$ cat config.mk
export PLATFORM = sky130hd
export DESIGN_NAME = kpn_sequence_writer_flat
export DESIGN_NICKNAME = d
export VERILOG_FILES = /design/src/rtl/kpn_sequence_writer_if.sv /design/src/rtl/kpn_sequence_writer.sv /design/src/flat_wrapper.sv
export SDC_FILE = /design/constraint.sdc
export NUM_CORES = 1
export LEC_CHECK = 0
export ABC_AREA = 0
export BUFFER_PORTS_ARGS = -buffer_cell sky130_fd_sc_hd__buf_4
export CAP_MARGIN = 20
export CORE_ASPECT_RATIO = 0.9
export CORE_MARGIN = 5
export CORE_UTILIZATION = 45
export CTS_BUF_LIST = sky130_fd_sc_hd__clkbuf_8
export CTS_CLUSTER_SIZE = 16
export DETAILED_ROUTE_END_ITERATION = 8
export PLACE_DENSITY_LB_ADDON = 0.08
export SYNTH_ARGS = -nofsm -noshare
export SYNTH_HDL_FRONTEND = slang
export SYNTH_SLANG_ARGS = --single-unit
export TNS_END_PERCENT = 10
$ cat constraint.sdc
create_clock -name clk -period 1.76 [get_ports clk]
set_clock_uncertainty 0.2 [all_clocks]
set_input_delay 0.176 -clock clk [delete_from_list [all_inputs] [get_ports clk]]
set_output_delay 0.176 -clock clk [all_outputs]
set_load 0.05 [all_outputs]
$ cat src/rtl/kpn_sequence_writer_if.sv
// rtl/kpn_sequence_writer_if.sv - FIFO write-side bundle between the sequence writer and its FIFO
// master = writer process, slave = FIFO / observer side.
interface kpn_sequence_writer_if #(
  parameter int WIDTH = 16
);
  logic             enable;
  logic             full;
  logic             wr;
  logic [WIDTH-1:0] output_1;
  logic [15:0]      tokens_written;
  logic             done;

  modport master (
    input  enable,
    input  full,
    output wr,
    output output_1,
    output tokens_written,
    output done
  );

  modport slave (
    output enable,
    output full,
    input  wr,
    input  output_1,
    input  tokens_written,
    input  done
  );
endinterface

$ cat src/rtl/kpn_sequence_writer.sv
// rtl/kpn_sequence_writer.sv - bounded arithmetic-sequence token writer with FIFO backpressure
// Writes START, START+STEP, ... into a FIFO, stalling on full and pausing on enable=0.
module kpn_sequence_writer #(
  parameter int               WIDTH = 16,
  parameter logic [WIDTH-1:0] START = '0,
  parameter logic [WIDTH-1:0] STEP  = WIDTH'(1),
  parameter int unsigned      COUNT = 16,
  parameter int unsigned      GAP   = 0
) (
  input logic                     clk,
  input logic                     rst_n,
  kpn_sequence_writer_if.master   fifo
);

  typedef enum logic [1:0] {
    S_IDLE  = 2'd0,
    S_WRITE = 2'd1,
    S_GAP   = 2'd2,
    S_DONE  = 2'd3
  } state_t;

  localparam bit         BOUNDED = (COUNT != 0);
  localparam bit         HAS_GAP = (GAP != 0);
  localparam logic [7:0] GAP_M1  = 8'(GAP - 1);

  state_t           state_q;
  logic [WIDTH-1:0] token_q;
  logic [15:0]      count_q;
  logic             done_q;
  logic [7:0]       gap_q;
  logic             wr;
  logic             last;

  // The strobe is combinational so a full flag in the same cycle blocks the write.
  assign wr   = (state_q == S_WRITE) & fifo.enable & ~fifo.full;
  assign last = ((32'(count_q) + 32'd1) == 32'(COUNT));

  always_ff @(posedge clk) begin
    if (!rst_n) begin
      state_q <= S_IDLE;
      token_q <= START;
      count_q <= '0;
      done_q  <= 1'b0;
      gap_q   <= '0;
    end else begin
      case (state_q)
        S_IDLE: begin
          if (fifo.enable) state_q <= S_WRITE;
        end
        S_WRITE: begin
          if (wr) begin
            token_q <= token_q + STEP;
            count_q <= count_q + 16'd1;
            // Reaching COUNT wins over inserting a gap.
            if (BOUNDED && last) begin
              state_q <= S_DONE;
              done_q  <= 1'b1;
            end else if (HAS_GAP) begin
              state_q <= S_GAP;
              gap_q   <= GAP_M1;
            end
          end
        end
        S_GAP: begin
          if (fifo.enable) begin
            if (gap_q == 8'd0) state_q <= S_WRITE;
            else               gap_q   <= gap_q - 8'd1;
          end
        end
        default: begin
          state_q <= S_DONE;
        end
      endcase
    end
  end

  assign fifo.wr             = wr;
  assign fifo.output_1       = token_q;
  assign fifo.tokens_written = count_q;
  assign fifo.done           = done_q;

endmodule

$ cat src/flat_wrapper.sv
// flat-port wrapper written by rule: the top's interface ports become plain ports
module kpn_sequence_writer_flat 
#(
  parameter int               WIDTH = 16,
  parameter logic [WIDTH-1:0] START = '0,
  parameter logic [WIDTH-1:0] STEP  = WIDTH'(1),
  parameter int unsigned      COUNT = 16,
  parameter int unsigned      GAP   = 0
)
  (clk, rst_n, fifo_enable, fifo_full, fifo_wr, fifo_output_1, fifo_tokens_written, fifo_done);
  kpn_sequence_writer_if #(.WIDTH(WIDTH)) fifo_i ();
  input logic clk;
  input logic rst_n;
  input wire logic [$bits(fifo_i.enable)-1:0] fifo_enable;
  input wire logic [$bits(fifo_i.full)-1:0] fifo_full;
  output wire logic [$bits(fifo_i.wr)-1:0] fifo_wr;
  output wire logic [$bits(fifo_i.output_1)-1:0] fifo_output_1;
  output wire logic [$bits(fifo_i.tokens_written)-1:0] fifo_tokens_written;
  output wire logic [$bits(fifo_i.done)-1:0] fifo_done;
  assign fifo_i.enable = fifo_enable;
  assign fifo_i.full = fifo_full;
  assign fifo_wr = fifo_i.wr;
  assign fifo_output_1 = fifo_i.output_1;
  assign fifo_tokens_written = fifo_i.tokens_written;
  assign fifo_done = fifo_i.done;
  kpn_sequence_writer #(.WIDTH(WIDTH), .START(START), .STEP(STEP), .COUNT(COUNT), .GAP(GAP)) u_core (.clk(clk), .rst_n(rst_n), .fifo(fifo_i));
endmodule
* Word level (Yosys, flattened, before mapping)
Cells that the tools add are included.
** Operators by class
- Add/sub/neg operators :: 4
- Equality and inequality tests :: 8
- Mux-type cells :: 6
- Bitwise gates (word level) :: 4
- Reductions and logical operators :: 6
** Operators with widths (count)
- $add 16x1->16 const B :: 2
- $eq 32x5->1 const B :: 1
- $add 16x1->17 const B :: 1
- $mux 2 :: 5
- $logic_not 8->1 :: 1
- $sub 8x1->8 const B :: 1
- $ne 2x2->1 const B :: 3
- $pmux 2 s3 :: 1
- $reduce_and 3->1 :: 2
- $reduce_and 5->1 :: 1
- $ne 2x1->1 const B :: 2
- $and 1x1->1 :: 2
- $eq 2x1->1 const B :: 1
- $eq 2x2->1 const B :: 1
- $logic_not 2->1 :: 1
- $not 1->1 :: 2
- $reduce_and 2->1 :: 1
** Storage, ports and cells
- Bits in registers :: 43
- Input port bits :: 4

* Depth between registers and ports, before layout
Gate-level depths: netlist (run 1).
- Depth after elaboration :: 5
- Gate-level depth with buffers :: 7
- Depth with buffers taken out :: 7

* Least setup slack after synthesis (run 1)
No wires, ideal clock.
- Path type :: flip-flop to flip-flop
- Start point :: register u_core.count_q[0], in the netlist u_core.fifo.tokens_written[0]
- End point :: register u_core.count_q[10], in the netlist u_core.fifo.tokens_written[10]
- Library setup time :: 0.115 ns
- Data arrival time :: 1.925 ns
- Data required time :: 1.445 ns
- Setup slack :: -0.480 ns
- Stages on the path, launching flop included :: 8
- Path buffers :: 1
- Period minus slack after synthesis :: 2.240 ns
- Path through :: dfxtp_1 ha_1 and3_1 buf_2 nand2_1 nor3_1 xor2_1 and2_1
** On the way
- Cells in the longest elaborated chain, start to end :: 1
** Ends and longest elaborated chain
- start: declaration :: line kpn_sequence_writer.sv:28 : logic [15:0] count_q;
- start signal: assignment :: line kpn_sequence_writer.sv:53 : count_q <= count_q + 16'd1;
- $add 16x1->16 :: line kpn_sequence_writer.sv:53
No other way between the ends.
A chain may end at the register's enable or synchronous reset.

* Worst setup path in the final report (run 1)
- Start point :: register u_core.gap_q[0]
- End point :: register u_core.gap_q[6]
** On the way
- Cells in the longest elaborated chain, start to end :: 3
** Ends and longest elaborated chain
- start: declaration :: line kpn_sequence_writer.sv:30 : logic [7:0] gap_q;
- start signal: assignment :: line kpn_sequence_writer.sv:67 : else gap_q <= gap_q - 8'd1;
- parallel branches: the longest is 3 deep, another holds $sub 8x1->8
Several ways; the timed one is not identified.

==> results of run 1 <==
[stage by stage]
| step | cell area [um2] | setup TNS [ns] | util (%) |
|---|---|---|---|
| 6_report | 3020 | -0.0329 | 61.8 |
| 3_3_place_gp | 2880 | -0.111 | 58.7 |
| 2_1_floorplan | 2440 | -0.0347 | - |
| 4_1_cts | 3000 | -0.0544 | 61.2 |
| 5_1_grt | 3020 | -1.02 | 61.8 |
| 3_5_place_dp | 2880 | -0.131 | 58.7 |
[worst paths after layout]
| path | from | end |
|---|---|---|
| max | u_core.gap_q[0]$_SDFFE_PN0P_ | u_core.gap_q[6]$_SDFFE_PN0P_ |
| min | rst_n | u_core.gap_q[1]$_SDFFE_PN0P_ |
| max reg2reg | u_core.gap_q[0]$_SDFFE_PN0P_ | u_core.gap_q[6]$_SDFFE_PN0P_ |
| min reg2reg | u_core.fifo.done$_SDFFE_PN0P_ | u_core.fifo.done$_SDFFE_PN0P_ |
[cell type report]
type                            count  area [um2]  share of cell area [%]
Multi-Input combinational cell    192        1430                    47.4
Sequential cell                    43         925                    30.6
Timing Repair Buffer               62         472                    15.6
Clock buffer                        6        82.6                    2.73
Tap cell                           65        81.3                    2.69
Inverter                            6        22.5                   0.745
Clock inverter                      2        8.76                   0.290
[cells by family after synthesis]
group           Yosys count
compound gates           27
xor+xnor                 37
fa+ha+maj                 5
buf+inv                  19
flops                    43
mux                       2
simple gates            121
[flip-flops by register name (all words and copies together), names as in the netlist]
register and flops:
u_core.fifo.done 1, u_core.fifo.output_1 16, u_core.fifo.tokens_written 16, u_core.gap_q 8, u_core.state_q 2
[report_power, final]
group / internal (mW) / switching [mW]
Sequential: 0.957 / 0.00563
Clock: 0.311 / 0.337
Combinational: 0.0280 / 0.0415
[worst max-delay path, cell delays in order (launching register included)]
cell      delay [ns]
dfxtp_2         0.34
inv_2           0.05
ha_4            0.14
nor2b_4         0.12
a311oi_4        0.34
nand3_1         0.19
xnor2_1         0.16
and2_1          0.15
[placed cells by master, fill, tap and decap left out, types with 3 or more instances in the layout]
master	synthesis	layout
buf_4	1	60
and2_1	32	32
xnor2_1	24	24
nand2_1	20	19
dfxtp_1	43	18
xor2_1	13	13
dfxtp_4	0	13
dfxtp_2	0	12
nand3_1	12	11
nand4_1	10	10
nor2_1	10	10
or3_1	6	6
clkbuf_8	0	6
o21ai_0	5	5
inv_1	6	5
a21boi_0	4	4
nor2b_1	5	4
nor3_1	7	4
a21oi_1	3	3
and4_1	3	3
nor3_2	0	3
ha_1	5	3
[layer usage]
metal | global-route usage, % | share of wire [%] | up-vias
met5 | 0 | 0 | -
met2 | 25.9 | 48 | 28
met3 | 3.18 | 3.6 | 5
li1 | - | - | 983
met1 | 20.1 | 47 | 888
met4 | 5.06 | 1.0 | 0
[repair_timing]
action                                  CTS  global route
endpoints found under the setup margin   12            25
resized for setup                         4             5
hold buffers                              1             0
endpoints found under the hold margin     1             0
cloned                                    0             0
setup buffers                             0             1
pin swaps                                 3             8
==> impl_metrics.tcl, run 1 <==
set metrics [dict create \
    cp-start-kind "flip-flop" \
    die_area_mm2 0.00664 \
    fin_nets 319 \
    cts_tree "built" \
    cp.arrival_ns 1.78 \
    async_reset_ff_share_pct 0 \
    violations "setup timing" \
    cts_buffer_depth 2 \
    rows 24 \
    finalMaxSlewViolations 0 \
    hold_depth 2 \
    drc 0 \
    dr.first_iter.drc_count 53 \
    syn-cell-area_mm2 0.00230 \
    start_util_pct 47.0 \
    yosysSeqAreaShare_pct 37.4 \
    antenna_found_initial 0 \
    setup_ws_ns -0.0329 \
    drtPass1Iterations 4 \
    maxCapViolCount 0 \
    synth_commonest_cells "dfxtp_1, and2_1, xnor2_1" \
    dp_hpwl_um 3580 \
    tightest_slew_ns 0.377 \
    relSlewSlack_pct 74.9 \
    coreArea_mm2 0.00489 \
    clk_latency_ns 0.29 \
    peakVddDrop_v 0.000439 \
    yosys_warnings 0 \
    synthMostInstantiatedCell "dfxtp_1" \
    synth-seq-cells 43 \
    antenna_cells 0 \
    synth_cells 254 \
    grt_overflow 0 \
    die_w_um 85.4 \
    n_fill_cell 424 \
    synth-xor-area-share_pct 14.1 \
    num_vias 1904 \
    crit_required_ns 1.75 \
    final-hold-violation-count 0 \
    wirelength_um 5040 \
    synthAdderAreaFrac_pct 2.72 \
    pre_cts_ws_ns -0.0388 \
    reg2reg_depth 7 \
    synth-simple-area-share_pct 32.1 \
    fmax_mhz 558 \
    synth_top_area_share_pct 37.4 \
    synth-compound-area-share_pct 9.09 \
    fin_crit_ns 1.79 \
    rsz0062_at_grt "yes" \
    cts.sinks 43 \
    boundaryPins 38 \
    gp_congestion 0.792 \
    rrSetupSlack_ns -0.03 \
    synthTopCellsByArea "dfxtp_1, xnor2_1, and2_1" \
    ctsRootBufferMaster "clkbuf_8" \
    htree_levels 2 \
    yosysTopAreaCell "dfxtp_1" \
    synth_mux_area_share_pct 0.871 \
    drive_above_1_share_pct 37.3 \
    path_clk_slew_ns 0.08 \
    wl_per_cell_um 13.4 \
    status "finished with violations" \
    cellLeakagePower_nw 1.30 \
    grt_max_degree 26 \
    synth_flop_cell "dfxtp_1" \
    power.total_mw 1.68 \
    ant_nets 0 \
    grt_pass1_vias 1852 \
    p_per_area_mw_per_mm2 556 \
    setup_viol 1 \
    cts_buffers 5 \
    syn_to_final_growth_pct 31.5 \
    layout.cells.non_filler 376 \
    hold_class "input pin to flip-flop" \
    critPathKind "flip-flop to flip-flop" \
    period_share_pct 102 \
    synth_edf_count 0 \
    syn_avg_cell_area_um2 9.05 \
    syn-num-nets 263 \
    port_buffers 37 \
    synth_cell_types 47 \
    worstPathMaxFanout 7 \
    die_h_um 77.8 \
    synth_top_family_by_area "simple AND/OR/NAND/NOR gates" \
    grt_pass1_wl_um 8490 \
    crit_path_end_kind "flip-flop" \
    gr-usage-all-layers_pct 15.6 \
    dpl.cell_count 366 \
    vias_per_cell 5.06 \
    worst_hold_slack_ns 0.0203 \
]
Power figures use the tool's default switching activity.
==> run 2, diff against run 1 <==
PLACE_DENSITY = 0.74   (was unset)
PLACE_DENSITY_LB_ADDON = unset   (was 0.08)
==> run 2 against run 1 <==
The run still ends with setup timing left. Critical path depth grew 1. Non-clock buffer count shrank 4. Register-to-register slack lost 0.05 ns. Routed wire length grew 1.3%. First-iteration DRC count grew 64%. Clock power grew 19%. Sequential power is essentially flat. Hold slack gained 0.18 ns. Largest cell class unchanged. Largest power group unchanged.
==> impl_metrics.tcl, run 2 (synthesis gave the netlist of run 1 again) <==
set metrics [dict create \
    status "finished with violations" \
    violations "setup timing" \
    ant_nets 0 \
    grt_pass1_wl_um 8730 \
    cp.arrival_ns 1.84 \
    rows 24 \
    p_per_area_mw_per_mm2 594 \
    cts.sinks 43 \
    n_fill_cell 418 \
    pre_cts_ws_ns -0.0769 \
    final-hold-violation-count 0 \
    crit_path_end_kind "flip-flop" \
    num_vias 1932 \
    relSlewSlack_pct 77.7 \
    start_util_pct 47.0 \
    syn_to_final_growth_pct 32.3 \
    clk_latency_ns 0.30 \
    die_area_mm2 0.00664 \
    final_common_cell "buf_4" \
    layout.cells.most_common_list "buf_4, and2_1, xnor2_1" \
    power.total_mw 1.81 \
    grt_max_degree 31 \
    setup_viol 6 \
    dp_hpwl_um 3640 \
    dr.first_iter.drc_count 87 \
    peakVddDrop_v 0.000400 \
    finalMaxSlewViolations 0 \
    wirelength_um 5110 \
    cp-start-kind "flip-flop" \
    coreArea_mm2 0.00489 \
    drtPass1Iterations 5 \
    antenna_cells 0 \
    critPathKind "flip-flop to flip-flop" \
    htree_levels 2 \
    vias_per_cell 5.19 \
    fin_area_mm2 0.00304 \
    gp_congestion 0.841 \
    fin_util_pct 62.1 \
    cts_tree "built" \
    dpl.cell_count 358 \
    layout.cells.non_filler 372 \
    drc 0 \
    path_clk_slew_ns 0.09 \
    fin_setup_tns_ns -0.310 \
    hold_class "input pin to flip-flop" \
    worstPathMaxFanout 6 \
    worst_hold_slack_ns 0.195 \
    port_buffers 37 \
    ctsRootBufferMaster "clkbuf_8" \
    period_share_pct 105 \
    fin_crit_ns 1.84 \
    antenna_found_initial 0 \
    grt_pass1_vias 1824 \
    place_area_mm2 0.00282 \
    boundaryPins 38 \
    drive_above_1_share_pct 37.5 \
    die_h_um 77.8 \
    gr-usage-all-layers_pct 15.9 \
    fin_nets 315 \
    setup_ws_ns -0.0844 \
    fmax_mhz 542 \
    cts_buffers 5 \
    rsz0062_at_grt "yes" \
    die_w_um 85.4 \
    cts_buffer_depth 2 \
    maxCapViolCount 0 \
    crit_required_ns 1.75 \
    cellLeakagePower_nw 1.29 \
    wl_per_cell_um 13.7 \
    grt_overflow 0 \
    tightest_slew_ns 0.333 \
]
## run 2: cell count changes in the layout (fill, tap and decap cells not counted), sizes merged
cell | before | now
buf | 61 | 56
bufinv | 0 | 1
clkbuf | 6 | 5
clkinv | 1 | 2
dlygate4sd3 | 1 | 2
inv | 7 | 6
## run 2: worst paths after layout
kind	from	endpoint	slack, ns	cells after the start
setup / recovery	u_core.gap_q[1]$_SDFFE_PN0P_	u_core.gap_q[7]$_SDFFE_PN0P_	-0.08	8
hold / removal	fifo_enable	u_core.state_q[1]$_SDFFE_PN0P_	0.20	6
setup reg to reg	u_core.gap_q[1]$_SDFFE_PN0P_	u_core.gap_q[7]$_SDFFE_PN0P_	-0.08	8
hold reg to reg	u_core.fifo.done$_SDFFE_PN0P_	u_core.fifo.done$_SDFFE_PN0P_	0.27	2
## run 2: cell type report
type	instances	area, um2	area share, %
Timing Repair Buffer	58	455	15.0
Inverter	6	22.5	0.740
Multi-Input combinational cell	192	1450	47.5
Clock buffer	5	68.8	2.26
Tap cell	65	81.3	2.67
Clock inverter	3	43.8	1.44
Sequential cell	43	925	30.4
## run 2: per-layer routing
metal / share of wire [%] / track usage, %
met4: 0.43 / 2.85
met2: 48 / 26.5
met3: 3.9 / 4.45
met1: 47 / 20.7
met5: 0 / 0
## run 2: worst max-delay path: stages (launching register included)
cell      delay [ns]
dfxtp_2         0.35
inv_2           0.05
ha_4            0.14
nor2b_4         0.13
a311oi_4        0.31
buf_6           0.16
nand4_1         0.10
xnor2_1         0.13
and2_1          0.14
## run 2: what timing repair did
item                       4_1_cts  5_1_grt
hold endpoints to repair         2        0
resized for setup                6       11
setup buffers                    0        4
hold buffers                     2        0
pin swaps                        3       14
setup endpoints to repair       13       28
## run 2: where the power goes
part,internal [mW],switching (mW),total [mW]
clock,0.423,0.351,0.774
combinational,0.0286,0.0411,0.0697
sequential,0.957,0.00628,0.963
total,1.41,0.399,1.81
==> run 3, diff against run 2 <==
CAP_MARGIN = 10   (was 20)
REMOVE_ABC_BUFFERS = 1   (was unset)
SLEW_MARGIN = 15   (was unset)
==> run 3 against run 2 <==
The flow still finishes with violations (setup timing). Core utilization increased by 1.4 points. Register-to-register slack better by 0.06 ns. Combinational power rose by 6.5%. Count of clock-buffer cells in the layout unchanged. Maximum frequency rose by 3.6%. Total power decreased by 5.5%. Hold slack worse by 0.17 ns. Clock power shrank 16%. Die area is the same. Final cell count up 5.1%. First-iteration DRC count is 29% lower. Sequential power is 2% higher.
==> impl_metrics.tcl, run 3 (synthesis gave the netlist of run 1 again) <==
set metrics [dict create \
    htree_levels 2 \
    ant_nets 0 \
    place_area_mm2 0.00287 \
    crit_required_ns 1.76 \
    layout.cells.most_common_list "buf_4, dfxtp_1, and2_1" \
    power.total_mw 1.71 \
    hold_class "input pin to flip-flop" \
    fin_nets 334 \
    internal-power_mw 1.28 \
    critPathKind "flip-flop to flip-flop" \
    relSlewSlack_pct 74.6 \
    crit_path_end_kind "flip-flop" \
    cellLeakagePower_nw 1.36 \
    fin_area_mm2 0.00311 \
    rsz0062_at_grt "yes" \
    p_per_area_mw_per_mm2 549 \
    drc 0 \
    die_area_mm2 0.00664 \
    cts.sinks 43 \
    p_switching_mw 0.423 \
    coreArea_mm2 0.00489 \
    final_common_cell "buf_4" \
    ctsRootBufferMaster "clkbuf_8" \
    cp.arrival_ns 1.78 \
    wl_per_cell_um 13.2 \
    gr-usage-all-layers_pct 15.6 \
    fin_crit_ns 1.78 \
    grt_max_degree 25 \
    worstPathMaxFanout 7 \
    cts_buffer_depth 2 \
    setup_ws_ns -0.0208 \
    start_util_pct 47.0 \
    status "finished with violations" \
    period_share_pct 101 \
    drtPass1Iterations 4 \
    antenna_cells 0 \
    final-hold-violation-count 0 \
    gp_congestion 0.826 \
    peakVddDrop_v 0.000332 \
    die_w_um 85.4 \
    grt_pass1_wl_um 8580 \
    wirelength_um 5140 \
    dr.first_iter.drc_count 62 \
    clk_latency_ns 0.30 \
    cts_buffers 5 \
    vias_per_cell 5.05 \
    rows 24 \
    seq_power_share_pct 57.4 \
    cp-start-kind "flip-flop" \
    syn_to_final_growth_pct 35.1 \
    clockPowerShare_pct 38.2 \
    worstReg2RegStart "u_core.gap_q[1]$_SDFFE_PN0P_" \
    swShare_pct 24.8 \
    port_buffers 37 \
    tightest_slew_ns 0.381 \
    violations "setup timing" \
    drive_above_1_share_pct 36.2 \
    fmax_mhz 562 \
    antenna_found_initial 0 \
    dp_hpwl_um 3610 \
    num_vias 1975 \
    grt_overflow 0 \
    boundaryPins 38 \
    grt_pass1_vias 1970 \
    finalMaxSlewViolations 0 \
    pwr-share-comb_pct 4.3 \
    critPathLaunch "u_core.gap_q[1]$_SDFFE_PN0P_" \
    die_h_um 77.8 \
    holdCritStartpoint "rst_n" \
    path_clk_slew_ns 0.09 \
    setup_viol 2 \
    maxCapViolCount 0 \
    cts_tree "built" \
]
==> run 3: power groups by stage <==
stage               clock network (mW)  registers, mW  logic, mW
floorplan                            0           1.01     0.0198
global placement                     0           1.00     0.0680
detailed placement                   0           1.00     0.0688
CTS                              0.666          0.980     0.0720
global route                     0.712          0.982     0.0799
finish                           0.653          0.980     0.0742
==> run 3: layer usage <==
metal  track usage (%)  wire [um]  vias to the layer above
li1                  -          -                     1015
met1              19.4       2410                      900
met2              25.5       2360                       45
met3              4.03        256                       15
met4              6.80        121                        0
met5                 0          0                        -
==> run 3: cell type report <==
cell class,instances,area [um2]
multi-input combinational,192,1450
fill,412,1790
clock buffer,5,68.8
tap,65,81.3
sequential,43,870
inverter,6,22.5
clock inverter,3,20.0
timing repair buffer,77,592
==> run 3: metrics by stage <==
| step | utilization [%] | setup WS, ns | std cells | hold WS [ns] | setup TNS (ns) |
|---|---|---|---|---|---|
| 2_1_floorplan | - | -0.503 | 241 | 0.0906 | -8.46 |
| 3_3_place_gp | 58.7 | -0.102 | 380 | 0.248 | -0.716 |
| 3_5_place_dp | 58.7 | -0.161 | 380 | 0.259 | -1.20 |
| 4_1_cts | 61.8 | -0.0424 | 390 | 0.0188 | -0.239 |
| 5_1_grt | 63.5 | -0.114 | 391 | 0.0395 | -0.734 |
| 6_report | 63.5 | -0.0208 | 391 | 0.0254 | -0.0391 |
==> run 3: worst paths after layout <==
kind                                                       to  slack (ns)  cells past startpoint
worst max-delay path             u_core.gap_q[7]$_SDFFE_PN0P_       -0.02                      7
worst max register to register   u_core.gap_q[7]$_SDFFE_PN0P_       -0.02                      7
worst min-delay path             u_core.gap_q[1]$_SDFFE_PN0P_        0.03                      2
worst min register to register  u_core.fifo.done$_SDFFE_PN0P_        0.28                      2
==> run 3: critical path, stage by stage, from the launching register on <==
cell and delay (ns):
dfxtp_2 0.34, inv_2 0.05, ha_4 0.15, nor2b_4 0.13, a311oi_4 0.34, nand4_1 0.17
xnor2_1 0.15, and2_1 0.15
==> run 3: what timing repair did <==
| item | CTS | global route |
|---|---|---|
| buffers inserted | 1 | 1 |
| hold buffers | 1 | 0 |
| pin swaps | 9 | 11 |
| setup endpoints to repair | 24 | 28 |
| gates resized for setup | 15 | 21 |
| endpoints found under the hold margin | 1 | 0 |
